**src/rtl/fetch_queue_stage_pkg.sv**
```systemverilog
`default_nettype none
// ============================================================================
// Module   : fetch_queue_stage_pkg
// Purpose  : Shared types, default constants and helpers for the fetch queue.
// Revision : 1.0 - initial release
// ============================================================================
package fetch_queue_stage_pkg;

  localparam int                      c_ADDR_WIDTH = 32;
  localparam int                      c_INST_WIDTH = 32;
  localparam logic [c_ADDR_WIDTH-1:0] c_RESET_PC   = '0;
  localparam int                      c_PC_STEP    = 4;
  localparam int                      c_BRANCH_BIT = 6;

  typedef struct packed {
    logic [c_ADDR_WIDTH-1:0] pc;
    logic [c_INST_WIDTH-1:0] inst;
    logic                    isBranch;
    logic                    predTaken;
    logic [c_ADDR_WIDTH-1:0] predTarget;
  } FetchQueueEntry;

  // Branch-class opcodes are identified by a single opcode bit.
  function automatic logic checkIfBranch(input logic [c_BRANCH_BIT:0] inst_low);
    return inst_low[c_BRANCH_BIT];
  endfunction

endpackage
`default_nettype wire

```
**src/rtl/fetch_queue_fifo.sv**
```systemverilog
`default_nettype none
// ============================================================================
// Module   : fetch_queue_fifo
// Purpose  : Circular-buffer instruction queue with push, pop, clear and count.
// Revision : 1.0 - initial release
// ============================================================================
module fetch_queue_fifo #(
  parameter  int WIDTH = 8,
  parameter  int DEPTH = 4,
  localparam int PTR_W = $clog2(DEPTH),
  localparam int CNT_W = PTR_W + 1
) (
  input  logic             clk,
  input  logic             rst,
  input  logic             push,
  input  logic [WIDTH-1:0] push_data,
  input  logic             pop,
  input  logic             clear,
  output logic [CNT_W-1:0] count,
  output logic             head_valid,
  output logic [WIDTH-1:0] head_data
);

  logic [WIDTH-1:0] r_mem [DEPTH];
  logic [PTR_W-1:0] r_head;
  logic [PTR_W-1:0] r_tail;
  logic [CNT_W-1:0] r_count;
  logic             w_empty;
  logic             w_pop;

  assign w_empty = (r_count == '0);
  assign w_pop   = pop && !w_empty;

  // DEPTH is a power of two, so the pointers wrap by natural overflow.
  always_ff @(posedge clk or posedge rst) begin
    if (rst) begin
      r_head  <= '0;
      r_tail  <= '0;
      r_count <= '0;
    end else if (clear) begin
      r_head  <= '0;
      r_tail  <= '0;
      r_count <= '0;
    end else begin
      if (push)  r_tail <= r_tail + 1'b1;
      if (w_pop) r_head <= r_head + 1'b1;
      case ({push, w_pop})
        2'b10:   r_count <= r_count + 1'b1;
        2'b01:   r_count <= r_count - 1'b1;
        default: r_count <= r_count;
      endcase
    end
  end

  always_ff @(posedge clk) begin
    if (push && !clear) r_mem[r_tail] <= push_data;
  end

  assign count      = r_count;
  assign head_valid = !w_empty;
  assign head_data  = w_empty ? '0 : r_mem[r_head];

  a_no_overflow : assert property (@(posedge clk) disable iff (rst)
    !(push && !clear && !w_pop && (r_count == CNT_W'(DEPTH))));

endmodule
`default_nettype wire

```
**src/rtl/fetch_queue_stage.sv**
```systemverilog
`default_nettype none
// ============================================================================
// Module   : fetch_queue_stage
// Purpose  : Credit-based instruction fetch with prediction, redirect squash
//            and a decoupling instruction queue toward decode.
// Revision : 1.0 - initial release
// ============================================================================
module fetch_queue_stage
  import fetch_queue_stage_pkg::*;
#(
  parameter int                    ADDR_WIDTH  = c_ADDR_WIDTH,
  parameter int                    INST_WIDTH  = c_INST_WIDTH,
  parameter int                    QUEUE_DEPTH = 4,
  parameter int                    PC_STEP     = c_PC_STEP,
  parameter logic [ADDR_WIDTH-1:0] RESET_PC    = ADDR_WIDTH'(c_RESET_PC)
) (
  input  logic                           clk,
  input  logic                           rst,
  output logic                           imem_req_valid,
  output logic [ADDR_WIDTH-1:0]          imem_req_addr,
  input  logic                           imem_req_ready,
  input  logic [INST_WIDTH-1:0]          imem_resp_inst,
  input  logic                           bp_hit,
  input  logic [ADDR_WIDTH-1:0]          bp_target,
  input  logic                           bp_taken,
  input  logic                           redirect_valid,
  input  logic [ADDR_WIDTH-1:0]          redirect_pc,
  output logic                           out_valid,
  input  logic                           out_ready,
  output logic [ADDR_WIDTH-1:0]          out_pc,
  output logic [INST_WIDTH-1:0]          out_inst,
  output logic                           out_is_branch,
  output logic                           out_pred_taken,
  output logic [ADDR_WIDTH-1:0]          out_pred_target,
  output logic [$clog2(QUEUE_DEPTH):0]   queue_count
);

  localparam int                    c_CW      = $clog2(QUEUE_DEPTH) + 1;
  localparam int                    c_ENTRY_W = 2 * ADDR_WIDTH + INST_WIDTH + 1;
  localparam logic [ADDR_WIDTH-1:0] c_STEP    = ADDR_WIDTH'(PC_STEP);

  logic [ADDR_WIDTH-1:0] r_pc;
  logic                  r_infl_valid;
  logic [ADDR_WIDTH-1:0] r_infl_pc;
  logic                  r_infl_pred_taken;
  logic [ADDR_WIDTH-1:0] r_infl_pred_target;

  logic                  w_pop;
  logic [c_CW:0]         w_occ;
  logic                  w_accept;
  logic                  w_pred_taken;
  logic [ADDR_WIDTH-1:0] w_pred_target;
  logic                  w_push;
  logic [c_ENTRY_W-1:0]  w_push_data;
  logic [c_ENTRY_W-1:0]  w_head_data;

  assign w_pop = out_valid && out_ready;

  // Credits: queued + in-flight - leaving this cycle must leave room for one more.
  assign w_occ = {1'b0, queue_count} + (c_CW+1)'(r_infl_valid) - (c_CW+1)'(w_pop);
  assign imem_req_valid = !rst && !redirect_valid && (w_occ < (c_CW+1)'(QUEUE_DEPTH));
  assign imem_req_addr  = r_pc;
  assign w_accept       = imem_req_valid && imem_req_ready;

  assign w_pred_taken  = bp_hit && bp_taken;
  assign w_pred_target = w_pred_taken ? bp_target : '0;

  always_ff @(posedge clk or posedge rst) begin
    if (rst) begin
      r_pc               <= RESET_PC;
      r_infl_valid       <= 1'b0;
      r_infl_pc          <= '0;
      r_infl_pred_taken  <= 1'b0;
      r_infl_pred_target <= '0;
    end else if (redirect_valid) begin
      r_pc         <= redirect_pc;
      r_infl_valid <= 1'b0;
    end else if (w_accept) begin
      r_infl_valid       <= 1'b1;
      r_infl_pc          <= r_pc;
      r_infl_pred_taken  <= w_pred_taken;
      r_infl_pred_target <= w_pred_target;
      r_pc               <= w_pred_taken ? bp_target : r_pc + c_STEP;
    end else begin
      r_infl_valid <= 1'b0;
    end
  end

  // A response arriving in a redirect cycle belongs to the wrong path.
  assign w_push      = r_infl_valid && !redirect_valid;
  assign w_push_data = {r_infl_pc, imem_resp_inst, r_infl_pred_taken, r_infl_pred_target};

  fetch_queue_fifo #(
    .WIDTH (c_ENTRY_W),
    .DEPTH (QUEUE_DEPTH)
  ) u_fifo (
    .clk        (clk),
    .rst        (rst),
    .push       (w_push),
    .push_data  (w_push_data),
    .pop        (w_pop),
    .clear      (redirect_valid),
    .count      (queue_count),
    .head_valid (out_valid),
    .head_data  (w_head_data)
  );

  assign {out_pc, out_inst, out_pred_taken, out_pred_target} = w_head_data;
  assign out_is_branch = checkIfBranch(out_inst[6:0]);

endmodule
`default_nettype wire

```
**config.mk**
```make
export PLATFORM = sky130hd
export DESIGN_NAME = fetch_queue_stage
export DESIGN_NICKNAME = d
export VERILOG_FILES = /design/src/rtl/fetch_queue_stage_pkg.sv /design/src/rtl/fetch_queue_fifo.sv /design/src/rtl/fetch_queue_stage.sv
export SDC_FILE = /design/constraint.sdc
export NUM_CORES = 1
export LEC_CHECK = 0
export BUFFER_PORTS_ARGS = -buffer_cell sky130_fd_sc_hd__buf_2
export CAP_MARGIN = 20
export CORE_ASPECT_RATIO = 1.2
export CORE_UTILIZATION = 24
export CTS_BUF_LIST = sky130_fd_sc_hd__clkbuf_8
export DETAILED_ROUTE_END_ITERATION = 16
export PLACE_DENSITY = 0.42
export SLEW_MARGIN = 0
export SYNTH_ARGS = -nofsm -noshare
export SYNTH_HDL_FRONTEND = slang
export SYNTH_HIERARCHICAL = 1
export SYNTH_SLANG_ARGS = --single-unit
export TNS_END_PERCENT = 20
```
**constraint.sdc**
```tcl
create_clock -name clk -period 5.62 [get_ports clk]
set_clock_uncertainty 0.05 [all_clocks]
set_input_delay 0.281 -clock clk [delete_from_list [all_inputs] [get_ports clk]]
set_output_delay 0.281 -clock clk [all_outputs]
set_load 0.02 [all_outputs]
```
==> reports/qor.csv, run 1 <==
metric,value,unit
status,finished clean,
Worst Hold Slack,0.0346,ns
Final period util,74.0,%
Post-DRT Antenna Nets,0,
slowest cell on the critical path,dlygate4sd3_1,
Synth Flop Type,edfxtp_1,
Setup CP Type,flop to flop,
die area,84700,um2
# resized after CTS,0,
Nets,1743,
Max Cap Viol,0,
post-synthesis simple-gate area fraction,9.90,%
setup tns final,0,ns
CP Launch Type,flop,
vias in the first global route,12869,
antenna violations before repair,4,
largest net degree at the start of global routing,73,
Synth Net Count,1365,
fmax,240,MHz
proportion of netlist area held by the largest area contributor,58.1,%
critical path buffer and inverter count,5,
Hold Path Depth,3,
Slew HR,33.1,%
crit end category,flop,
Slew @ Worst Pin,1.00,ns
Ports,238,
Die X,266,um
first-pass GRT wire length,88.1,mm
Async SR Flop Fraction,21.3,%
Post-Syn Area,20100,um2
Post-Syn Instances,1253,
start point of the worst hold path,bp_target[10],
Setup crit start,u_fifo/count[1]$_DFFE_PP0P_,
pins over their slew limit,0,
crit path DAT,4.74,ns
Synth area leaders,"edfxtp_1 (58%), dfrtp_1 (13%), mux4_2 (11%)",
Seq cells post-synth,493,
sequential element share of the synthesized area,71.2,%
Compound-Gate Fraction of Synth Area,4.60,%
Synth Area in XOR/XNOR,0.480,%
critical path's top delay family,buffers and inverters,
Worst Hold End,r_infl_pred_target[10]$_DFFE_PP0P_,
Cell Rows,115,
final hold vios,0,
filler cell count in the final layout,8372,
clock buffer count from CTS,89,
PwrDens,328,nW/um2
GP Congestion,0.788,
fin crit period,4.16,ns
Avg Vias per Cell,4.36,
via count,12279,
layout cells sized above 1,28.9,%
leakage,9.41,nW
"Distinct cells, synth",71,
reg2reg end,imem_req_addr[21]$_DFFE_PP0P_,
area grow syn2layout,26.7,%
Min-Delay Path Class,input pin to flop,
effective utilization at floorplan,24.4,%
mux cell area share after synthesis,11.2,%
Root Buffer,clkbuf_8,
Clock Latency Late Sink,0.71,ns
post-synth top area cell,edfxtp_1,
cell mode on critical path,ha_1,
number of synthesis warnings,6,
Synth Area in Adders,0.599,%
reg-to-reg critical path startpoint,u_fifo/count[1]$_DFFE_PP0P_,
number of synthesized flops with an enable pin,388,
I/O Buffers,237,
Critical Path Fanout Max,37,
DRT iter0 DRCs,665,
Longest Clk Path Bufs,3,
Die H,319,um
CP max stage delay,0.58,ns
CTS tree,done,
"Cell Chain, Critical Path","nor3_1, clkinv_2, and2_1, ha_1, inv_1, ha_1, and3b_4, nor4_4, o21ai_4, inv_2, buf_4, a211oi_1, a221oi_1, dlygate4sd3_1",
"reg-to-reg slack, setup",1.46,ns
FF-to-FF path depth,14,
Total Power,0.00833,W
main combinational cell family by area after synthesis,multiplexers,
clk sinks,493,
# setup viols final,0,
first drt pass iteration count,5,
VDD IR max,0.162,mV
H-tree depth,3,
core area,82300,um2
total gr overflow,0,
drc violations,0,
synthesized area per cell,16.0,um2
hpwl dp,38.8,mm
critical path required time,6.21,ns
Post-Route WL,60.8,mm
RSZ-0062 raised after global routing,false,
Routed wire per std cell,21.6,um
GRT Total Usage,14.4,%
Worst-path clk slew,0.06,ns
## routing by layer
layer	global-route usage, %	wire length, um	vias to the layer above
met5	0	21	-
met4	4.53	1440	4
met3	4.59	4320	100
met2	22.9	28700	381
met1	18.4	26300	6272
li1	-	-	5522
## logic make-up after synthesis
| group | Yosys count |
|---|---|
| simple gates | 399 |
| mux | 103 |
| xor+xnor | 11 |
| flops | 493 |
| fa+ha+maj | 9 |
| compound gates | 148 |
| buf+inv | 90 |
## power breakdown
part	switching, W	internal, W	total [W]
Combinational	0.000356	0.000221	0.000577
Clock	0.00155	0.00188	0.00343
Sequential	0.000191	0.00413	0.00432
Total	0.00210	0.00623	0.00833
## layout make-up
class | count | area [um2] | area share, %
Clock inverter | 67 | 477 | 1.88
Timing Repair Buffer | 358 | 2430 | 9.59
Multi-Input combinational cell | 670 | 5390 | 21.2
Inverter | 19 | 75.1 | 0.296
Clock buffer | 97 | 1340 | 5.26
Tap cell | 1111 | 1390 | 5.47
Sequential cell | 493 | 14300 | 56.3
Antenna cell | 3 | 7.51 | 0.0296
## cell usage in the layout, fill, tap and decap left out, types with 14 or more instances in the layout
master and n:
mux4_2 97, o21ai_0 58, a21oi_1 27, clkbuf_8 97, inv_1 46, buf_2 237
and2_1 103, edfxtp_1 388, nand2_1 185, dfrtp_1 103, dlygate4sd3_1 106, nor2_1 33
nand3_1 19, clkinv_1 14
## synth_stat cells, types with 6 or more instances
cell,instances
nand2_1,185
a21oi_1,27
and2_1,108
mux4_2,97
inv_1,17
a31oi_1,13
nor3_1,7
o21ai_0,58
and3_1,7
clkbuf_1,38
nor2_1,33
xnor2_1,8
dfrtp_1,105
mux2i_1,6
buf_2,23
edfxtp_1,388
nand3_1,19
a221oi_1,7
nand4_1,6
ha_1,8
nor2b_1,8
## state kept, by name, indices dropped and copies added, names as in the netlist
| signal | count |
|---|---|
| r_infl_pred_target | 32 |
| u_fifo/r_mem | 388 |
| imem_req_addr | 32 |
| u_fifo/r_tail | 2 |
| u_fifo/r_head | 2 |
| r_infl_pred_taken | 1 |
| r_infl_valid | 1 |
| u_fifo/count | 3 |
| r_infl_pc | 32 |
## metrics by stage
step           cell area (um2)  utilization [%]  setup slack (ns)  instances
3_3_place_gp             22500             27.4              1.81       2545
5_1_grt                  25400             30.9              1.20       2817
3_5_place_dp             22500             27.4              1.81       2545
6_report                 25400             30.9              1.46       2818
2_1_floorplan            20100                -              1.24       1253
4_1_cts                  25400             30.8              1.47       2814
## worst max path at each step
stage,end,slack (ns),cells past startpoint
2_1_floorplan,u_fifo/r_mem[0][0]$_DFFE_PP_,1.24,7
3_3_place_gp,imem_req_addr[2]$_DFFE_PP0P_,1.81,14
3_5_place_dp,imem_req_addr[2]$_DFFE_PP0P_,1.81,14
4_1_cts,r_infl_pred_target[1]$_DFFE_PP0P_,1.47,13
5_1_grt,r_infl_pred_target[1]$_DFFE_PP0P_,1.20,13
6_report,imem_req_addr[21]$_DFFE_PP0P_,1.46,14
## worst reg2reg max path, delay by kind of cell (launching register included)
family          cells  cell delay (ns)
flops               1             0.47
simple gates        4             1.11
compound gates      3             0.51
fa+ha+maj           2             0.42
buf+inv             5             1.51
## timing repair
action                    in CTS  in global routing
buffers inserted               0                  0
hold buffers                 105                  1
hold endpoints to repair     234                  1
(Power assumes the default switching activity.)
==> inputs of run 2 (changes only) <==
- clock period: 5.62 -> 4.23 ns (I/O delays scaled with it)
==> run 2 against run 1 <==
Effect of this change: worst hold slack better by 0.069 ns; via count is 0.63% higher; register-to-register slack worse by 1.1 ns; cell count is 0.14% higher; wire length is 0.28% higher; design area is 0.37% lower; fmax is 7.5% higher; sequential cell count stayed put; power is 26% higher; sequential share of layout area is 0.21 points higher; global-route usage is 0.057 points higher; largest power group unchanged.
==> reports/qor.csv, run 2 (synthesis gave the netlist of run 1 again) <==
metric,value,unit
VDD IR max,0.215,mV
effective utilization at floorplan,24.4,%
via count,12356,
Worst Hold Slack,0.103,ns
DRT iter0 DRCs,792,
Max Cap Viol,0,
fin crit period,3.87,ns
# setup viols final,0,
core area,82300,um2
filler cell count in the final layout,8399,
slowest cell on the critical path,dlygate4sd3_1,
hpwl dp,39.7,mm
Final period util,91.4,%
layout cells sized above 1,28.5,%
vias in the first global route,13002,
drc violations,0,
GP Congestion,0.826,
H-tree depth,3,
final hold vios,0,
FF+latch area,14300,um2
max reg flops,388,
Critical Path Fanout Max,23,
# resized after CTS,0,
Die H,319,um
setup tns final,0,ns
Post-DRT Antenna Nets,0,
Cell Rows,115,
first-pass GRT wire length,88.6,mm
GRT Total Usage,14.4,%
total gr overflow,0,
area grow syn2layout,26.2,%
Routed wire per std cell,21.6,um
RSZ-0062 raised after global routing,false,
crit path DAT,4.43,ns
Min-Delay Path Class,input pin to flop,
Ports,238,
Top reg by flops,u_fifo/r_mem,
CTS tree,done,
fmax,259,MHz
die area,84700,um2
CP Launch Type,flop,
Post-Route WL,61.0,mm
I/O Buffers,237,
Clock Latency Late Sink,0.69,ns
critical path's top delay family,buffers and inverters,
PwrDens,416,nW/um2
critical path buffer and inverter count,5,
"most common cell after layout, fill and taps aside",edfxtp_1,
Setup CP Type,flop to flop,
Slew HR,40.3,%
critical path required time,4.79,ns
clock buffer count from CTS,87,
Nets,1757,
Die X,266,um
first drt pass iteration count,7,
Slew @ Worst Pin,0.896,ns
antenna violations before repair,1,
Root Buffer,clkbuf_8,
"Cell Chain, Critical Path","nor3_1, inv_4, and2_1, ha_1, inv_1, ha_1, and3b_4, nor4_4, o21ai_4, inv_2, buf_4, a211oi_1, a221oi_1, dlygate4sd3_1",
leakage,9.39,nW
"commonest cells after routing, fill and taps aside","edfxtp_1 (388), buf_2 (237), nand2_1 (185), dlygate4sd3_1 (108)",
largest net degree at the start of global routing,74,
multi-input combinational cell area,5390,um2
status,finished clean,
cell mode on critical path,ha_1,
Avg Vias per Cell,4.38,
pins over their slew limit,0,
CP max stage delay,0.58,ns
Worst-path clk slew,0.06,ns
clk sinks,493,
Longest Clk Path Bufs,3,
crit end category,flop,
run 2: changes by cell type in the layout (fill, tap and decap cells not counted), moves of 3 or more:
cell,previous run,this run
buf_4,9,20
clkinv_2,11,4
inv_1,46,52
clkinv_8,3,0
bufinv_16,6,1
clkbuf_8,97,91
run 2: final cells by class:
cell class | count | area share, %
flip-flops and latches | 493 | 56.5
repair buffers | 374 | 10.3
clock buffers | 91 | 4.95
well taps | 1111 | 5.49
clock inverters | 63 | 1.18
multi-input cells | 670 | 21.3
inverters | 19 | 0.302
diodes | 1 | 0.00989
run 2: final timing paths:
path / cells past startpoint / endpoint / start / slack (ns)
worst min-delay path: 5 / imem_req_addr[0]$_DFFE_PP0P_ / imem_req_ready / 0.10
worst min register to register: 2 / r_infl_pc[1]$_DFFE_PP0P_ / imem_req_addr[1]$_DFFE_PP0P_ / 0.46
worst max-delay path: 14 / imem_req_addr[15]$_DFFE_PP0P_ / u_fifo/count[1]$_DFFE_PP0P_ / 0.36
min in group asynchronous: 4 / u_fifo/count[1]$_DFFE_PP0P_ / rst / 0.64
worst max register to register: 14 / imem_req_addr[15]$_DFFE_PP0P_ / u_fifo/count[1]$_DFFE_PP0P_ / 0.36
max in group asynchronous: 6 / r_infl_pred_target[29]$_DFFE_PP0P_ / rst / 2.49
run 2: through the flow:
step	total power, W	cell area, um2	utilization, %	setup slack [ns]	cells
final	0.0105	25300	30.7	0.362	2822
after global routing	0.0110	25300	30.7	0.0514	2822
after CTS	0.0107	25300	30.7	0.337	2820
after detailed placement	0.00654	22600	27.5	0.684	2558
after floorplan	0.00612	20100	-	-0.0802	1253
after global placement	0.00651	22600	27.5	0.677	2558
run 2: layer usage:
metal	track usage (%)	routed length, um	up-vias
met3	4.05	4090	106
met1	18.2	26100	6319
li1	-	-	5538
met2	23.5	29200	393
met4	5.04	1710	0
met5	0	0	-
run 2: repair_timing:
item | CTS | global route
setup buffers | 0 | 0
hold buffers | 108 | 0
hold endpoints to repair | 231 | 0
run 2: worst reg2reg max path: cells and delay by family, from the launching register on:
kind                     cells  cell delay (ns)
adder cells (fa/ha/maj)      2             0.44
flip-flops                   1             0.47
AO/OA/AOI/OAI                3             0.40
buffers and inverters        5             1.28
AND/OR/NAND/NOR              4             1.16
run 2: power breakdown:
part	internal (W)	total [W]	leakage (nW)	switching (W)
logic	0.000297	0.000769	3.61	0.000471
clock network	0.00205	0.00401	0.918	0.00197
registers	0.00549	0.00574	4.87	0.000248
==> inputs of run 3 (changes only) <==
- CAP_MARGIN: 20 -> 10
- GPL_TIMING_DRIVEN: unset -> 0
==> run 3 against run 2 <==
Effect of this change: die area is the same; critical path depth shrank 2; cell count grew 1.8%; power grew 1.6%; worst hold slack gained 0.058 ns; global-route usage grew 0.64 points; combinational power grew 4.9%; highest routed layer unchanged; sequential share of layout area shrank 0.65 points; fmax shrank 3.9%; first-iteration DRC count grew 14%; core utilization grew 0.34 points; setup slack lost 0.16 ns; largest cell class unchanged; critical path type unchanged.
==> reports/qor.csv, run 3 (synthesis gave the netlist of run 1 again) <==
metric,value,unit
status,finished clean,
via count,12650,
leakage,9.49,nW
Slew @ Worst Pin,0.762,ns
Sw Ratio,25.7,%
GRT Total Usage,15.1,%
"Cell Chain, Critical Path","nor3_4, inv_6, and2_2, ha_1, inv_1, ha_1, and3b_4, or4_1, a21oi_2, mux2i_1, o21ai_0, dlygate4sd3_1",
RSZ-0062 raised after global routing,false,
slowest cell on the critical path,dlygate4sd3_1,
Clock Latency Late Sink,0.73,ns
Avg Vias per Cell,4.40,
Root Buffer,clkbuf_8,
DRT iter0 DRCs,903,
GP Congestion,0.855,
Top reg by flops,u_fifo/r_mem,
final hold vios,0,
Internal,0.00794,W
pins over their slew limit,0,
Worst-path clk slew,0.06,ns
cell mode on critical path,ha_1,
I/O Buffers,237,
Min-Delay Path Class,input pin to asynchronous set/reset pin,
Switch Pwr,0.00275,W
Critical Path Fanout Max,20,
CTS tree,done,
post-layout util,31.1,%
reg-to-reg critical path startpoint,u_fifo/count[1]$_DFFE_PP0P_,
first drt pass iteration count,6,
Final period util,95.2,%
"commonest cells after routing, fill and taps aside","edfxtp_1 (388), buf_2 (260), nand2_1 (185), dlygate4sd3_1 (108), dfrtp_1 (105)",
CP max stage delay,0.58,ns
Post-DRT Antenna Nets,0,
VDD IR max,0.251,mV
"most common cell after layout, fill and taps aside",edfxtp_1,
Worst Hold Slack,0.161,ns
hpwl dp,44.3,mm
"worst slack, placed",-0.601,ns
total gr overflow,0,
largest net degree at the start of global routing,54,
antenna violations before repair,2,
clk sinks,493,
critical path buffer and inverter count,3,
core area,82300,um2
area grow syn2layout,27.6,%
first-pass GRT wire length,91.4,mm
Longest Clk Path Bufs,3,
Final WS setup,0.204,ns
Post-Route WL,63.6,mm
crit path DAT,4.58,ns
vias in the first global route,12994,
Logic pwr share,7.6,%
layout cells sized above 1,28.3,%
Cell Rows,115,
CP Launch Type,flop,
effective utilization at floorplan,24.4,%
crit end category,flop,
Slew HR,49.2,%
Setup CP Type,flop to flop,
H-tree depth,3,
Ports,238,
clock buffer count from CTS,87,
fin crit period,4.03,ns
drc violations,0,
max reg flops,388,
critical path's top delay family,simple AND/OR/NAND/NOR gates,
Nets,1807,
Die H,319,um
Setup crit start,u_fifo/count[1]$_DFFE_PP0P_,
Max Cap Viol,0,
Die X,266,um
PwrDens,418,nW/um2
setup tns final,0,ns
Routed wire per std cell,22.1,um
Clock Power Share,38.8,%
sequential power share,53.6,%
# setup viols final,0,
die area,84700,um2
critical path required time,4.79,ns
fmax,248,MHz
run 3: per-layer routing:
metal	up-vias	routed length [um]	track usage, %
met1	6456	27400	19.7
met2	438	30100	24.1
met5	-	0	0
met3	96	4500	4.24
li1	5660	-	-
met4	0	1550	4.55
run 3: layout make-up:
class / count / area, um2
multi-input combinational: 670 / 5390
sequential: 493 / 14300
clock inverter: 64 / 385
antenna: 2 / 5.00
tap: 1111 / 1390
buffer: 70 / 329
inverter: 19 / 78.8
timing repair buffer: 354 / 2500
fill: 8386 / 56700
clock buffer: 89 / 1220
run 3: timing repair:
action	4_1_cts	5_1_grt
hold buffers	108	0
setup buffers	0	0
resized for setup	3	2
hold endpoints to repair	257	0
setup endpoints to repair	99	10
run 3: power groups by stage:
stage | Sequential [W] | Clock (W) | Combinational [W]
2_1_floorplan | 0.00577 | 0 | 0.000349
3_3_place_gp | 0.00582 | 0 | 0.000722
3_5_place_dp | 0.00583 | 0 | 0.000732
4_1_cts | 0.00574 | 0.00432 | 0.000817
5_1_grt | 0.00576 | 0.00452 | 0.000886
6_report | 0.00573 | 0.00415 | 0.000807
run 3: path summary, 6_finish.rpt:
path | cells after the start | slack (ns) | to
hold reg to reg | 0 | 0.44 | u_fifo/r_mem[2][6]$_DFFE_PP_
hold / removal | 3 | 0.16 | r_infl_pc[24]$_DFFE_PP0P_
min in group clk | 2 | 0.24 | u_fifo/r_mem[0][42]$_DFFE_PP_
max in group asynchronous | 4 | 3.19 | r_infl_pred_target[30]$_DFFE_PP0P_
setup / recovery | 12 | 0.20 | imem_req_addr[0]$_DFFE_PP0P_
setup reg to reg | 12 | 0.20 | imem_req_addr[0]$_DFFE_PP0P_
run 3: worst min-delay path: stages:
cell and delay (ns):
dlygate4sd3_1 0.54, buf_2 0.15, inv_4 0.53
run 3: stage by stage:
stage                     instances  cell area [um2]  total power [W]
after CTS                      2870            25600           0.0109
after global routing           2871            25600           0.0112
after global placement         2601            22600          0.00654
after detailed placement       2610            22900          0.00657
final                          2872            25600           0.0107
after floorplan                1253            20100          0.00612
